File: src/rtl/ascon_pack.sv
// Shared Ascon types for the permutation pipeline: 5x64 state, round
// constant table, permutation start rounds and the stage FSM encoding.
package ascon_pack;

  localparam int ASCON_NB_ROUNDS = 12;

  // First round index for each permutation variant
  localparam logic [3:0] ROUND_P12 = 4'd0;
  localparam logic [3:0] ROUND_P8  = 4'd4;
  localparam logic [3:0] ROUND_P6  = 4'd6;

  // Words x0..x4; x2 is index 2
  typedef logic [4:0][63:0] type_state;

  // C[r] = F0 - r*0F; entry [0] is round 0
  localparam logic [ASCON_NB_ROUNDS-1:0][7:0] ROUND_CONST = {
    8'h4B, 8'h5A, 8'h69, 8'h78, 8'h87, 8'h96,
    8'hA5, 8'hB4, 8'hC3, 8'hD2, 8'hE1, 8'hF0
  };

  typedef enum logic {ST_IDLE, ST_ACTIVE} fsm_state_t;

endpackage

File: src/rtl/constant_addition_stage_if.sv
// Handshake bundle between the round sequencer and the constant-addition
// stage (slave) and from the stage towards substitution_layer.
interface constant_addition_stage_if
  import ascon_pack::*;
#(
  parameter int ROUND_W = 4
);
  logic               start_i;
  logic [ROUND_W-1:0] round_start_i;
  logic               valid_i;
  logic               ready_o;
  type_state          state_i;
  logic               valid_o;
  logic               ready_i;
  type_state          state_o;
  logic [ROUND_W-1:0] round_o;
  logic               last_round_o;

  modport slave (
    input  start_i, round_start_i, valid_i, state_i, ready_i,
    output ready_o, valid_o, state_o, round_o, last_round_o
  );

  modport master (
    output start_i, round_start_i, valid_i, state_i, ready_i,
    input  ready_o, valid_o, state_o, round_o, last_round_o
  );
endinterface

File: src/rtl/constant_addition_stage.sv
// Ascon constant-addition stage: tracks the round index, XORs C[r] into the
// low byte of x2 and hands the result out through a one-deep register.
// Optional macro CONST_ADD_ROUND_COUNT_EN adds a 16-bit accept counter port.
module constant_addition_stage
  import ascon_pack::*;
#(
  parameter int NB_ROUNDS_MAX = 12,
  parameter int ROUND_W       = 4
) (
  input  logic                          clock_i,
  input  logic                          reset_i,
  constant_addition_stage_if.slave      bus
`ifdef CONST_ADD_ROUND_COUNT_EN
  ,
  output logic [15:0]                   rounds_done_o
`endif
);

  localparam logic [ROUND_W-1:0] LAST_ROUND = ROUND_W'(NB_ROUNDS_MAX - 1);

  fsm_state_t         state_q, state_d;
  logic [ROUND_W-1:0] round_q;
  logic               start_ok;
  logic               accept;
  logic [7:0]         rc;
  type_state          added;

  // Out-of-range start requests are dropped entirely
  assign start_ok = bus.start_i && (bus.round_start_i <= LAST_ROUND);
  assign accept   = bus.valid_i && bus.ready_o;
  assign bus.round_o = round_q;

  // Counter only reaches NB_ROUNDS_MAX in IDLE, so the guard is a safety net
  assign rc = (round_q <= LAST_ROUND) ? ROUND_CONST[round_q] : 8'h00;

  // Constant lands in the low byte of x2; everything else passes through
  always_comb begin
    added         = bus.state_i;
    added[2][7:0] = bus.state_i[2][7:0] ^ rc;
  end

  // FSM state register
  always_ff @(posedge clock_i or posedge reset_i) begin
    if (reset_i) state_q <= ST_IDLE;
    else         state_q <= state_d;
  end

  // FSM next state: a valid start (re)enters ACTIVE, round 11 accept exits
  always_comb begin
    state_d = state_q;
    case (state_q)
      ST_IDLE:   if (start_ok) state_d = ST_ACTIVE;
      ST_ACTIVE: begin
        if (start_ok)                              state_d = ST_ACTIVE;
        else if (accept && round_q == LAST_ROUND)  state_d = ST_IDLE;
      end
      default:   state_d = ST_IDLE;
    endcase
  end

  // FSM output: any start cycle blocks input so a restart never mixes rounds
  always_comb begin
    bus.ready_o = (state_q == ST_ACTIVE) && !bus.start_i &&
                  (!bus.valid_o || bus.ready_i);
  end

  // Round counter: reload on start, advance per accepted state
  always_ff @(posedge clock_i or posedge reset_i) begin
    if (reset_i)       round_q <= '0;
    else if (start_ok) round_q <= bus.round_start_i;
    else if (accept)   round_q <= round_q + ROUND_W'(1);
  end

  // Output register: load on accept, drop valid on handoff, hold otherwise
  always_ff @(posedge clock_i or posedge reset_i) begin
    if (reset_i) begin
      bus.valid_o      <= 1'b0;
      bus.state_o      <= '0;
      bus.last_round_o <= 1'b0;
    end else if (accept) begin
      bus.valid_o      <= 1'b1;
      bus.state_o      <= added;
      bus.last_round_o <= (round_q == LAST_ROUND);
    end else if (bus.valid_o && bus.ready_i) begin
      bus.valid_o      <= 1'b0;
      bus.last_round_o <= 1'b0;
    end
  end

`ifdef CONST_ADD_ROUND_COUNT_EN
  // Free-running accept count; only reset clears it
  always_ff @(posedge clock_i or posedge reset_i) begin
    if (reset_i)     rounds_done_o <= '0;
    else if (accept) rounds_done_o <= rounds_done_o + 16'd1;
  end
`endif

endmodule

File: src/flat_wrapper.sv
// flat-port wrapper written by rule: the top's interface ports become plain ports
module constant_addition_stage_flat import ascon_pack::*;
#(
  parameter int NB_ROUNDS_MAX = 12,
  parameter int ROUND_W       = 4
)
  (clock_i, reset_i, bus_start_i, bus_round_start_i, bus_valid_i, bus_state_i, bus_ready_i, bus_ready_o, bus_valid_o, bus_state_o, bus_round_o, bus_last_round_o);
  constant_addition_stage_if #(.ROUND_W(ROUND_W)) bus_i ();
  input  logic clock_i;
  input  logic reset_i;
  input wire logic [$bits(bus_i.start_i)-1:0] bus_start_i;
  input wire logic [$bits(bus_i.round_start_i)-1:0] bus_round_start_i;
  input wire logic [$bits(bus_i.valid_i)-1:0] bus_valid_i;
  input wire logic [$bits(bus_i.state_i)-1:0] bus_state_i;
  input wire logic [$bits(bus_i.ready_i)-1:0] bus_ready_i;
  output wire logic [$bits(bus_i.ready_o)-1:0] bus_ready_o;
  output wire logic [$bits(bus_i.valid_o)-1:0] bus_valid_o;
  output wire logic [$bits(bus_i.state_o)-1:0] bus_state_o;
  output wire logic [$bits(bus_i.round_o)-1:0] bus_round_o;
  output wire logic [$bits(bus_i.last_round_o)-1:0] bus_last_round_o;
  assign bus_i.start_i = bus_start_i;
  assign bus_i.round_start_i = bus_round_start_i;
  assign bus_i.valid_i = bus_valid_i;
  assign bus_i.state_i = bus_state_i;
  assign bus_i.ready_i = bus_ready_i;
  assign bus_ready_o = bus_i.ready_o;
  assign bus_valid_o = bus_i.valid_o;
  assign bus_state_o = bus_i.state_o;
  assign bus_round_o = bus_i.round_o;
  assign bus_last_round_o = bus_i.last_round_o;
  constant_addition_stage #(.NB_ROUNDS_MAX(NB_ROUNDS_MAX), .ROUND_W(ROUND_W)) u_core (.clock_i(clock_i), .reset_i(reset_i), .bus(bus_i));
endmodule
File: config.mk
export PLATFORM = sky130hd
export DESIGN_NAME = constant_addition_stage_flat
export DESIGN_NICKNAME = d
export VERILOG_FILES = /design/src/rtl/ascon_pack.sv /design/src/rtl/constant_addition_stage_if.sv /design/src/rtl/constant_addition_stage.sv /design/src/flat_wrapper.sv
export SDC_FILE = /design/constraint.sdc
export NUM_CORES = 1
export LEC_CHECK = 0
export BUFFER_PORTS_ARGS = -buffer_cell sky130_fd_sc_hd__buf_2
export CAP_MARGIN = 20
export CORE_AREA = 2 2 256 258
export CTS_BUF_LIST = sky130_fd_sc_hd__clkbuf_2 sky130_fd_sc_hd__clkbuf_4 sky130_fd_sc_hd__clkbuf_8
export CTS_CLUSTER_DIAMETER = 120
export DETAILED_ROUTE_END_ITERATION = 7
export DIE_AREA = 0 0 258 260
export PLACE_DENSITY = 0.54
export SLEW_MARGIN = 15
export SYNTH_ARGS = -nofsm -noshare
export SYNTH_HDL_FRONTEND = slang
export SYNTH_SLANG_ARGS = --single-unit
File: constraint.sdc
create_clock -name clock_i -period 18.5 [get_ports clock_i]
set_clock_uncertainty 0.05 [all_clocks]
set_input_delay 5.55 -clock clock_i [delete_from_list [all_inputs] [get_ports clock_i]]
set_output_delay 5.55 -clock clock_i [all_outputs]
set_load 0.03 [all_outputs]
After elaboration in Yosys (flattened, before gate mapping)

Memories as Yosys holds them, arrays and structs flattened.
Index checks and enable logic that the tools add are counted.

Add/subtract/negate cells: 1
$lt $le $gt $ge: 3
Eq/ne operators: 1
Mux-type cells: 11
Bitwise operators: 2
Reduce and logical (&&, ||, !) cells: 11

Operator list:

| cell                | count |
|---|---|
| $mux 8              | 2 |
| $le 4x4->1 const B  | 2 |
| $mux 4              | 2 |
| $xor 8x8->8         | 1 |
| $logic_and 1x1->1   | 6 |
| $mux 1              | 6 |
| $lt 4x5->1 const B  | 1 |
| $add 4x1->4 const B | 1 |
| $eq 4x4->1 const B  | 1 |
| $reduce_bool 2->1   | 2 |
| $logic_not 1->1     | 2 |
| $pmux 1 s2          | 1 |
| $logic_or 1x1->1    | 1 |
| $not 1->1           | 1 |

Flip-flop bits (word level): 327
ROM bits: 128
Input port bits: 329
Word-level logic and storage cells: 39
Memories: 1

Memories:

| name             | depth | bits a word | read ports | clocked after Yosys merged registers in | write ports | line                          | RTL |
|---|---|---|---|---|---|---|---|
| (name not given) | 16    | 8           | 1          | 0                                       | 0           | constant_addition_stage.sv:34 | `assign rc = (round_q <= LAST_ROUND) ? ROUND_CONST[round_q] : 8'h00;` |

Longest topological paths before layout

Gate-level depths: netlist of run 1.

Depth in word-level cells: 8
Mapped depth: 5

Worst setup path before layout of run 1

Ideal clock, no wire load.

Path kind: input-to-output
From: in bus_start_i
To: out bus_ready_o
Arrival: 6,159 ps
Data required time: 12,900 ps
Slack: 6,741 ps
Cell stages on the path: 2
Cells stage by stage: nand2b_1 > nor2_1

Cells in the longest elaborated chain, start to end: 3

Ends and longest elaborated chain:

| item                            | line                          | RTL |
|---|---|---|
| from (decl)                     | flat_wrapper.sv:11            | `input wire logic [$bits(bus_i.start_i)-1:0] bus_start_i;` |
| $logic_not 1->1                 | constant_addition_stage.sv:63 | `bus.ready_o = (state_q == ST_ACTIVE) && !bus.start_i &&` |
| $logic_and 1x1->1 (2 in series) | constant_addition_stage.sv:63 |  |
| to (decl)                       | flat_wrapper.sv:16            | `output wire logic [$bits(bus_i.ready_o)-1:0] bus_ready_o;` |

No other way between the ends.

Final worst setup path of run 1

From: in bus_ready_i
To: out bus_ready_o

Cells in the longest elaborated chain, start to end: 2

Ends and longest elaborated chain:

| item              | line                          | RTL |
|---|---|---|
| from (decl)       | flat_wrapper.sv:15            | `input wire logic [$bits(bus_i.ready_i)-1:0] bus_ready_i;` |
| $logic_or 1x1->1  | constant_addition_stage.sv:64 | `(!bus.valid_o \|\| bus.ready_i);` |
| $logic_and 1x1->1 | constant_addition_stage.sv:63 |  |

No other way between the ends.

==> results of run 1 <==
final timing paths:
check,endpoint,from,depth (start not counted)
worst max-delay path,bus_ready_o,bus_ready_i,4
worst min-delay path,u_core.bus.state_o[100],u_core.bus.state_o[100],1
worst max register to register,u_core.bus.state_o[228],u_core.state_q,5
worst min register to register,u_core.bus.state_o[100],u_core.bus.state_o[100],1
max in group asynchronous,u_core.bus.state_o[245],reset_i,4
min in group asynchronous,u_core.bus.state_o[277],reset_i,2
through the flow:
| step | power [mW] | setup WS, ps | std cells |
|---|---|---|---|
| floorplan | 1.55 | 3850 | 732 |
| global placement | 1.80 | 6690 | 2213 |
| detailed placement | 1.81 | 6670 | 2213 |
| CTS | 2.57 | 6660 | 2314 |
| global route | 2.64 | 6570 | 2314 |
| finish | 2.52 | 6640 | 2314 |
logic make-up (layout without fill, tap and decap cells):
logic type | after synthesis | after routing | synth area share
xor+xnor | 8 | 8 | 0.00522
flops | 327 | 327 | 0.610
mux | 320 | 320 | 0.338
fa+ha+maj | 1 | 1 | 0.000932
compound gates | 16 | 16 | 0.00914
buf+inv | 40 | 767 | 0.0281
simple gates | 20 | 20 | 0.00848
layout make-up:
class | count | area share
inverters | 3 | 0.00100
flip-flops and latches | 327 | 0.437
repair buffers | 663 | 0.178
clock inverters | 5 | 0.00427
clock buffers | 96 | 0.0628
multi-input cells | 365 | 0.260
well taps | 855 | 0.0571
worst max-delay path: cells and delay by family:
family	cells	cell delay, ps
simple gates	2	420
buf+inv	2	300
Yosys cell counts (2+ instances only):
library cell	instances
sky130_fd_sc_hd__dfrtp_1	327
sky130_fd_sc_hd__a21bo_2	2
sky130_fd_sc_hd__a21boi_0	4
sky130_fd_sc_hd__nor2b_1	2
sky130_fd_sc_hd__nand2_1	5
sky130_fd_sc_hd__a21oi_1	2
sky130_fd_sc_hd__mux2_4	250
sky130_fd_sc_hd__mux2_1	6
sky130_fd_sc_hd__xnor2_1	3
sky130_fd_sc_hd__or4_1	2
sky130_fd_sc_hd__o311ai_0	3
sky130_fd_sc_hd__nand4_1	2
sky130_fd_sc_hd__o211ai_1	2
sky130_fd_sc_hd__xor2_1	5
sky130_fd_sc_hd__nor2_1	2
sky130_fd_sc_hd__nand2b_1	3
sky130_fd_sc_hd__buf_2	7
sky130_fd_sc_hd__buf_6	29
sky130_fd_sc_hd__mux2_2	64
sky130_fd_sc_hd__inv_1	3
metal layers:
| metal | vias to the layer above | global-route usage |
|---|---|---|
| met2 | 431 | 0.185 |
| met1 | 4243 | 0.116 |
| li1 | 3962 | - |
| met3 | 75 | 0.0360 |
| met5 | - | 0 |
| met4 | 0 | 0.0427 |
registers in the layout, summed over array words and instances, names as in the netlist:
signal,flops
u_core.bus.round_o,4
u_core.bus.state_o,320
u_core.state_q,1
u_core.bus.last_round_o,1
u_core.bus.valid_o,1
report_power, final:
part | total (mW) | internal (mW) | leakage, nW | switching, mW
Clock | 0.724 | 0.425 | 0.663 | 0.299
Sequential | 0.962 | 0.872 | 3.85 | 0.0900
Combinational | 0.831 | 0.333 | 5.34 | 0.498
Total | 2.52 | 1.63 | 9.86 | 0.887
==> results.json, run 1 <==
{
  "syn_avg_cell_area_um2": 18.3,
  "power.ir.vdd_worst_v": 0.0000656,
  "layout-area-overhead-vs-synth_pct": 39.6,
  "finalWirelength_um": 37400,
  "dr_wl_met2_um": 19100,
  "insertedDiodeCount": 0,
  "grt_first_pass_wirelength_um": 55700,
  "cp_slowest_stage_delay_ps": 320,
  "die_width_um": 258,
  "dr_total_vias": 8711,
  "r2r_setup_slack_ps": 14850,
  "timing.final.crit_share": 0.641,
  "cts.sinks": 327,
  "fp-row-count": 93,
  "cts-buffers-inserted": 60,
  "power_per_cell_area_mw_per_mm2": 134,
  "power.static_leakage_nw": 9.86,
  "timing.critical_path.fanout_max": 7,
  "root_buffer": "sky130_fd_sc_hd__clkbuf_8",
  "core-area_mm2": 0.0641,
  "cts_tree": "done",
  "ant_nets": 0,
  "yosys-top-cells-area": "sky130_fd_sc_hd__dfrtp_1 61%, sky130_fd_sc_hd__mux2_4 28%, sky130_fd_sc_hd__mux2_2 5.4%",
  "met3WireLength_um": 3210,
  "worstHoldPathType": "reg2reg",
  "drc": 0,
  "synth_edf_count": 0,
  "globalRouteTotalUtil": 0.105,
  "critPathSlowestCell": "sky130_fd_sc_hd__nor2b_1",
  "final_net_count": 1750,
  "slew-limit-headroom": 0.251,
  "achievable-frequency_ghz": 0.0843,
  "timing.critical_path.required_ps": 12900,
  "cts_max_level": 2,
  "grt_antenna_before_repair": 0,
  "run_status": "completed",
  "final-seq-area_mm2": 0.00818,
  "worst_setup_hold_path_clk_slew_ps": 60,
  "io_buffers": 655,
  "route.detailed.wl_per_inst_um": 16.2,
  "ys_seq_area_frac": 0.610,
  "top_level_ports": 656,
  "synthDominantCellAreaShare": 0.610,
  "path_cells": "buf_2 -> nor2b_1 -> nor2_1 -> buf_2",
  "clock_insertion_delay_worst_skew_ps": 610,
  "totalNegativeSetupSlack_ps": 0,
  "via_per_inst": 3.76,
  "number_of_standard_cells_after_synthesis": 732,
  "yosys_register_bits": 327,
  "dominant_synthesized_flop_cell": "sky130_fd_sc_hd__dfrtp_1",
  "yosysWarnings": 0,
  "finalSetupViolations": 0,
  "worstMarginPinSlew_ps": 1120,
  "mostFrequentLayoutCells": "655 x sky130_fd_sc_hd__buf_2, 327 x sky130_fd_sc_hd__dfrtp_1, 250 x sky130_fd_sc_hd__mux2_4",
  "rsz_0062_raised_after_global_routing": "no",
  "mappedNetlistArea_mm2": 0.0134,
  "synth_top_cell_by_area": "sky130_fd_sc_hd__dfrtp_1",
  "dp_hpwl_um": 27200,
  "final_period_minus_worst_setup_slack_ps": 11860,
  "critPathLaunchType": "primary input",
  "floorplan.initialDensity": 0.209,
  "placement.cell_area_mm2": 0.0175,
  "path_class": "in2out",
  "fp.dieH_um": 260,
  "cts_setup_buffers": 0,
  "drt_iter0_markers": 377,
  "timing.hold.ws_ps": 438,
  "final.fill_count": 6503,
  "cts_hold_repair.buffers": 0,
  "multi_input_area_mm2": 0.00487,
  "gp_routability_congestion": 0.822,
  "yosysUniqueCellTypes": 29,
  "route.layer.met1.wl_um": 13900,
  "async_flop_share": 1.00,
  "ctsResizeCount": 0,
  "grt_pass1_vias": 9662,
  "clock_path_buffers": 3,
  "most_common_cell_on_crit_path": "sky130_fd_sc_hd__buf_2",
  "crit_path_end_kind": "primary output",
  "drtPass1Iterations": 4,
  "cap_viol_max_count": 0,
  "synthesis.nets": 1062,
  "die_area_mm2": 0.0671,
  "finalInstanceArea_mm2": 0.0187,
  "grt_start_max_net_pins": 113,
  "slew_violations": 0,
  "finalHoldViolations": 0,
  "drive_above_1_share": 0.742,
  "overflow": 0,
  "top_layer": "met4",
  "cp.arrival_ps": 6260,
  "layout.core_utilization": 0.292,
  "leading_cell_type_in_the_layout_fill_and_taps_excluded": "sky130_fd_sc_hd__buf_2"
}
No activity file was read; power rests on OpenSTA's default activity.
==> inputs of run 2 (changes only) <==
--- a/config.mk
+++ b/config.mk
@@ -5,14 +5,15 @@
 export SDC_FILE = /design/constraint.sdc
 export NUM_CORES = 1
 export LEC_CHECK = 0
+export ABC_AREA = 1
 export BUFFER_PORTS_ARGS = -buffer_cell sky130_fd_sc_hd__buf_2
 export CAP_MARGIN = 20
-export CORE_AREA = 2 2 256 258
+export CORE_AREA = 2 2 258 260
 export CTS_BUF_LIST = sky130_fd_sc_hd__clkbuf_2 sky130_fd_sc_hd__clkbuf_4 sky130_fd_sc_hd__clkbuf_8
 export CTS_CLUSTER_DIAMETER = 120
 export DETAILED_ROUTE_END_ITERATION = 7
-export DIE_AREA = 0 0 258 260
-export PLACE_DENSITY = 0.54
+export DIE_AREA = 0 0 260 262
+export PLACE_DENSITY = 0.52
 export SLEW_MARGIN = 15
 export SYNTH_ARGS = -nofsm -noshare
 export SYNTH_HDL_FRONTEND = slang
==> constraint.sdc (replaced) <==
create_clock -name clock_i -period 11.9 [get_ports clock_i]
set_clock_uncertainty 0.05 [all_clocks]
set_input_delay 3.57 -clock clock_i [delete_from_list [all_inputs] [get_ports clock_i]]
set_output_delay 3.57 -clock clock_i [all_outputs]
set_load 0.03 [all_outputs]
==> run 2 against run 1 <==
Effect of this change: first-iteration DRC count grew 99%; total power up 43%; register-to-register slack got worse by 5800 ps; die area is 1.6% higher; worst setup slack lost 2500 ps; clock-buffer cell count decreased by 4; wire length grew 11%; sequential power increased by 49%; non-clock buffer count grew 1; critical endpoint unchanged.
==> results.json, run 2 <==
{
  "run_status": "completed",
  "drt_iter0_markers": 751,
  "totalNegativeSetupSlack_ps": 0,
  "globalRouteTotalUtil": 0.114,
  "mappedNetlistArea_mm2": 0.0125,
  "overflow": 0,
  "ant_nets": 0,
  "largest_family_of_logic_cells_by_synthesized_area": "simple AND/OR/NAND/NOR gates",
  "synthesis.nets": 1744,
  "worstHoldPathType": "reg2reg",
  "yosysWarnings": 0,
  "slew-limit-headroom": 0.375,
  "die_area_mm2": 0.0681,
  "muxShareOfSynthArea": 0,
  "synthDominantCellAreaShare": 0.654,
  "cts.sinks": 327,
  "cts_tree": "done",
  "power.static_leakage_nw": 10.4,
  "clock_path_buffers": 3,
  "drtPass1Iterations": 5,
  "grt_first_pass_wirelength_um": 61300,
  "yosys_register_bits": 327,
  "synth.cells.most_frequent": "976 x sky130_fd_sc_hd__nand2_1, 327 x sky130_fd_sc_hd__dfrtp_1, 38 x sky130_fd_sc_hd__buf_2",
  "worst_setup_hold_path_clk_slew_ps": 50,
  "core-area_mm2": 0.0653,
  "post-synth-top-count-cell": "sky130_fd_sc_hd__nand2_1",
  "fp-row-count": 94,
  "cts_hold_repair.buffers": 0,
  "drc": 0,
  "path_cells": "buf_2 -> nor2_2 -> nand2_1 -> inv_1 -> buf_2",
  "drive_above_1_share": 0.365,
  "leading_cell_type_in_the_layout_fill_and_taps_excluded": "sky130_fd_sc_hd__nand2_1",
  "yosys.area_share.simple": 0.297,
  "yosysUniqueCellTypes": 17,
  "io_buffers": 655,
  "finalHoldViolations": 0,
  "most_flops_register": "u_core.bus.state_o",
  "grt_start_max_net_pins": 164,
  "cap_viol_max_count": 0,
  "place_worst_setup_slack_ps": 4120,
  "dominant_synthesized_flop_cell": "sky130_fd_sc_hd__dfrtp_1",
  "cts_max_level": 2,
  "synth_top_cell_by_area": "sky130_fd_sc_hd__dfrtp_1",
  "critPathLaunchType": "primary input",
  "final.fill_count": 7093,
  "grt_antenna_before_repair": 7,
  "hold_path_startpoint": "u_core.bus.state_o[276]",
  "area_fraction_in_compound_gates_after_synthesis": 0.00400,
  "final_net_count": 2399,
  "power_per_cell_area_mw_per_mm2": 201,
  "cp.arrival_ps": 4160,
  "die_width_um": 260,
  "syn_avg_cell_area_um2": 8.85,
  "cp_slowest_stage_delay_ps": 180,
  "cts-buffers-inserted": 60,
  "route.detailed.wl_per_inst_um": 13.9,
  "clock_insertion_delay_worst_skew_ps": 620,
  "number_of_flip_flops_in_the_largest_register": 320,
  "via_per_inst": 3.70,
  "worstMarginPinSlew_ps": 937,
  "power.ir.vdd_worst_v": 0.000101,
  "cts_setup_buffers": 0,
  "timing.final.crit_share": 0.654,
  "mostFrequentLayoutCells": "976 x sky130_fd_sc_hd__nand2_1, 655 x sky130_fd_sc_hd__buf_2, 327 x sky130_fd_sc_hd__dfrtp_1",
  "top_level_ports": 656,
  "most_common_cell_on_crit_path": "sky130_fd_sc_hd__buf_2",
  "synth_edf_count": 0,
  "number_of_standard_cells_after_synthesis": 1414,
  "floorplan.initialDensity": 0.192,
  "achievable-frequency_ghz": 0.129,
  "slew_violations": 0,
  "root_buffer": "sky130_fd_sc_hd__clkbuf_8",
  "path_class": "in2out",
  "dp_hpwl_um": 28900,
  "yosys-top-cells-area": "sky130_fd_sc_hd__dfrtp_1 65%, sky130_fd_sc_hd__nand2_1 29%, sky130_fd_sc_hd__buf_4 1.6%",
  "ctsResizeCount": 0,
  "synthXorXnorAreaFrac": 0.00630,
  "dr_total_vias": 11000,
  "timing.critical_path.from": "bus_start_i",
  "post_synth_fa_ha_maj_area_fraction": 0.00100,
  "finalWirelength_um": 41500,
  "crit_path_end_kind": "primary output",
  "fp.dieH_um": 262,
  "async_flop_share": 1.00,
  "critPathSlowestCell": "sky130_fd_sc_hd__buf_2",
  "grt_pass1_vias": 10700,
  "reg2reg_from": "u_core.bus.valid_o",
  "final_period_minus_worst_setup_slack_ps": 7780,
  "worst_slack_ps": 4120,
  "rsz_0062_raised_after_global_routing": "no",
  "finalSetupViolations": 0,
  "gp_routability_congestion": 0.793,
  "timing.critical_path.fanout_max": 2,
  "ys_seq_area_frac": 0.654,
  "timing.critical_path.required_ps": 8280,
  "layout-area-overhead-vs-synth_pct": 42.7
}
==> run 2: kinds of logic (layout without fill, tap and decap cells) <==
kind of cell / count (synthesis) / count (layout)
AND/OR/NAND/NOR: 986 / 986
other: 0 / 6
flip-flops: 327 / 327
AO/OA/AOI/OAI: 10 / 10
adder cells (fa/ha/maj): 1 / 1
buffers and inverters: 81 / 776
XOR/XNOR: 9 / 9
==> run 2: routing by layer <==
metal	GRT usage	routed length [µm]	vias to the layer above
met2	0.190	20300	420
met5	0	41	-
met3	0.0344	3290	78
met1	0.137	16700	4945
met4	0.0458	1100	6
li1	-	-	5577
==> run 2: final cells by class <==
type,instances,area (µm²),area share
flip-flops and latches,327,8180,0.458
multi-input cells,1006,3870,0.217
repair buffers,664,3400,0.191
clock buffers,92,1150,0.0643
well taps,864,1080,0.0605
clock inverters,10,108,0.00603
inverters,10,48.8,0.00273
diodes,6,15.0,0.000841
==> run 2: worst max-delay path, delay by kind of cell <==
family                 cells  cell delay, ps
buffers and inverters      3             340
AND/OR/NAND/NOR            2             240
==> run 2: path summary, 6_finish.rpt <==
check	to	slack, ps	cells after the start
worst max register to register	u_core.bus.state_o[266]	9100	6
max in group asynchronous	u_core.bus.state_o[91]	7450	4
min in group asynchronous	u_core.bus.state_o[214]	2930	2
worst max-delay path	bus_ready_o	4120	5
worst min register to register	u_core.bus.state_o[276]	420	2
worst min-delay path	u_core.bus.state_o[276]	420	2
==> run 2: stage by stage <==
step	instances	total power, mW	cell area (µm²)	hold slack [ps]	util
detailed placement	2870	2.50	16600	409	0.254
finish	2979	3.60	17900	418	0.274
CTS	2972	3.66	17800	424	0.273
global route	2977	3.81	17800	435	0.273
global placement	2870	2.49	16600	406	0.254
floorplan	1414	2.12	12500	392	-
==> run 2: report_power, final <==
part / internal [mW] / leakage (nW) / switching [mW]
Sequential: 1.32 / 4.06 / 0.111
Combinational: 0.287 / 5.71 / 0.747
Clock: 0.650 / 0.661 / 0.479
Total: 2.26 / 10.4 / 1.34
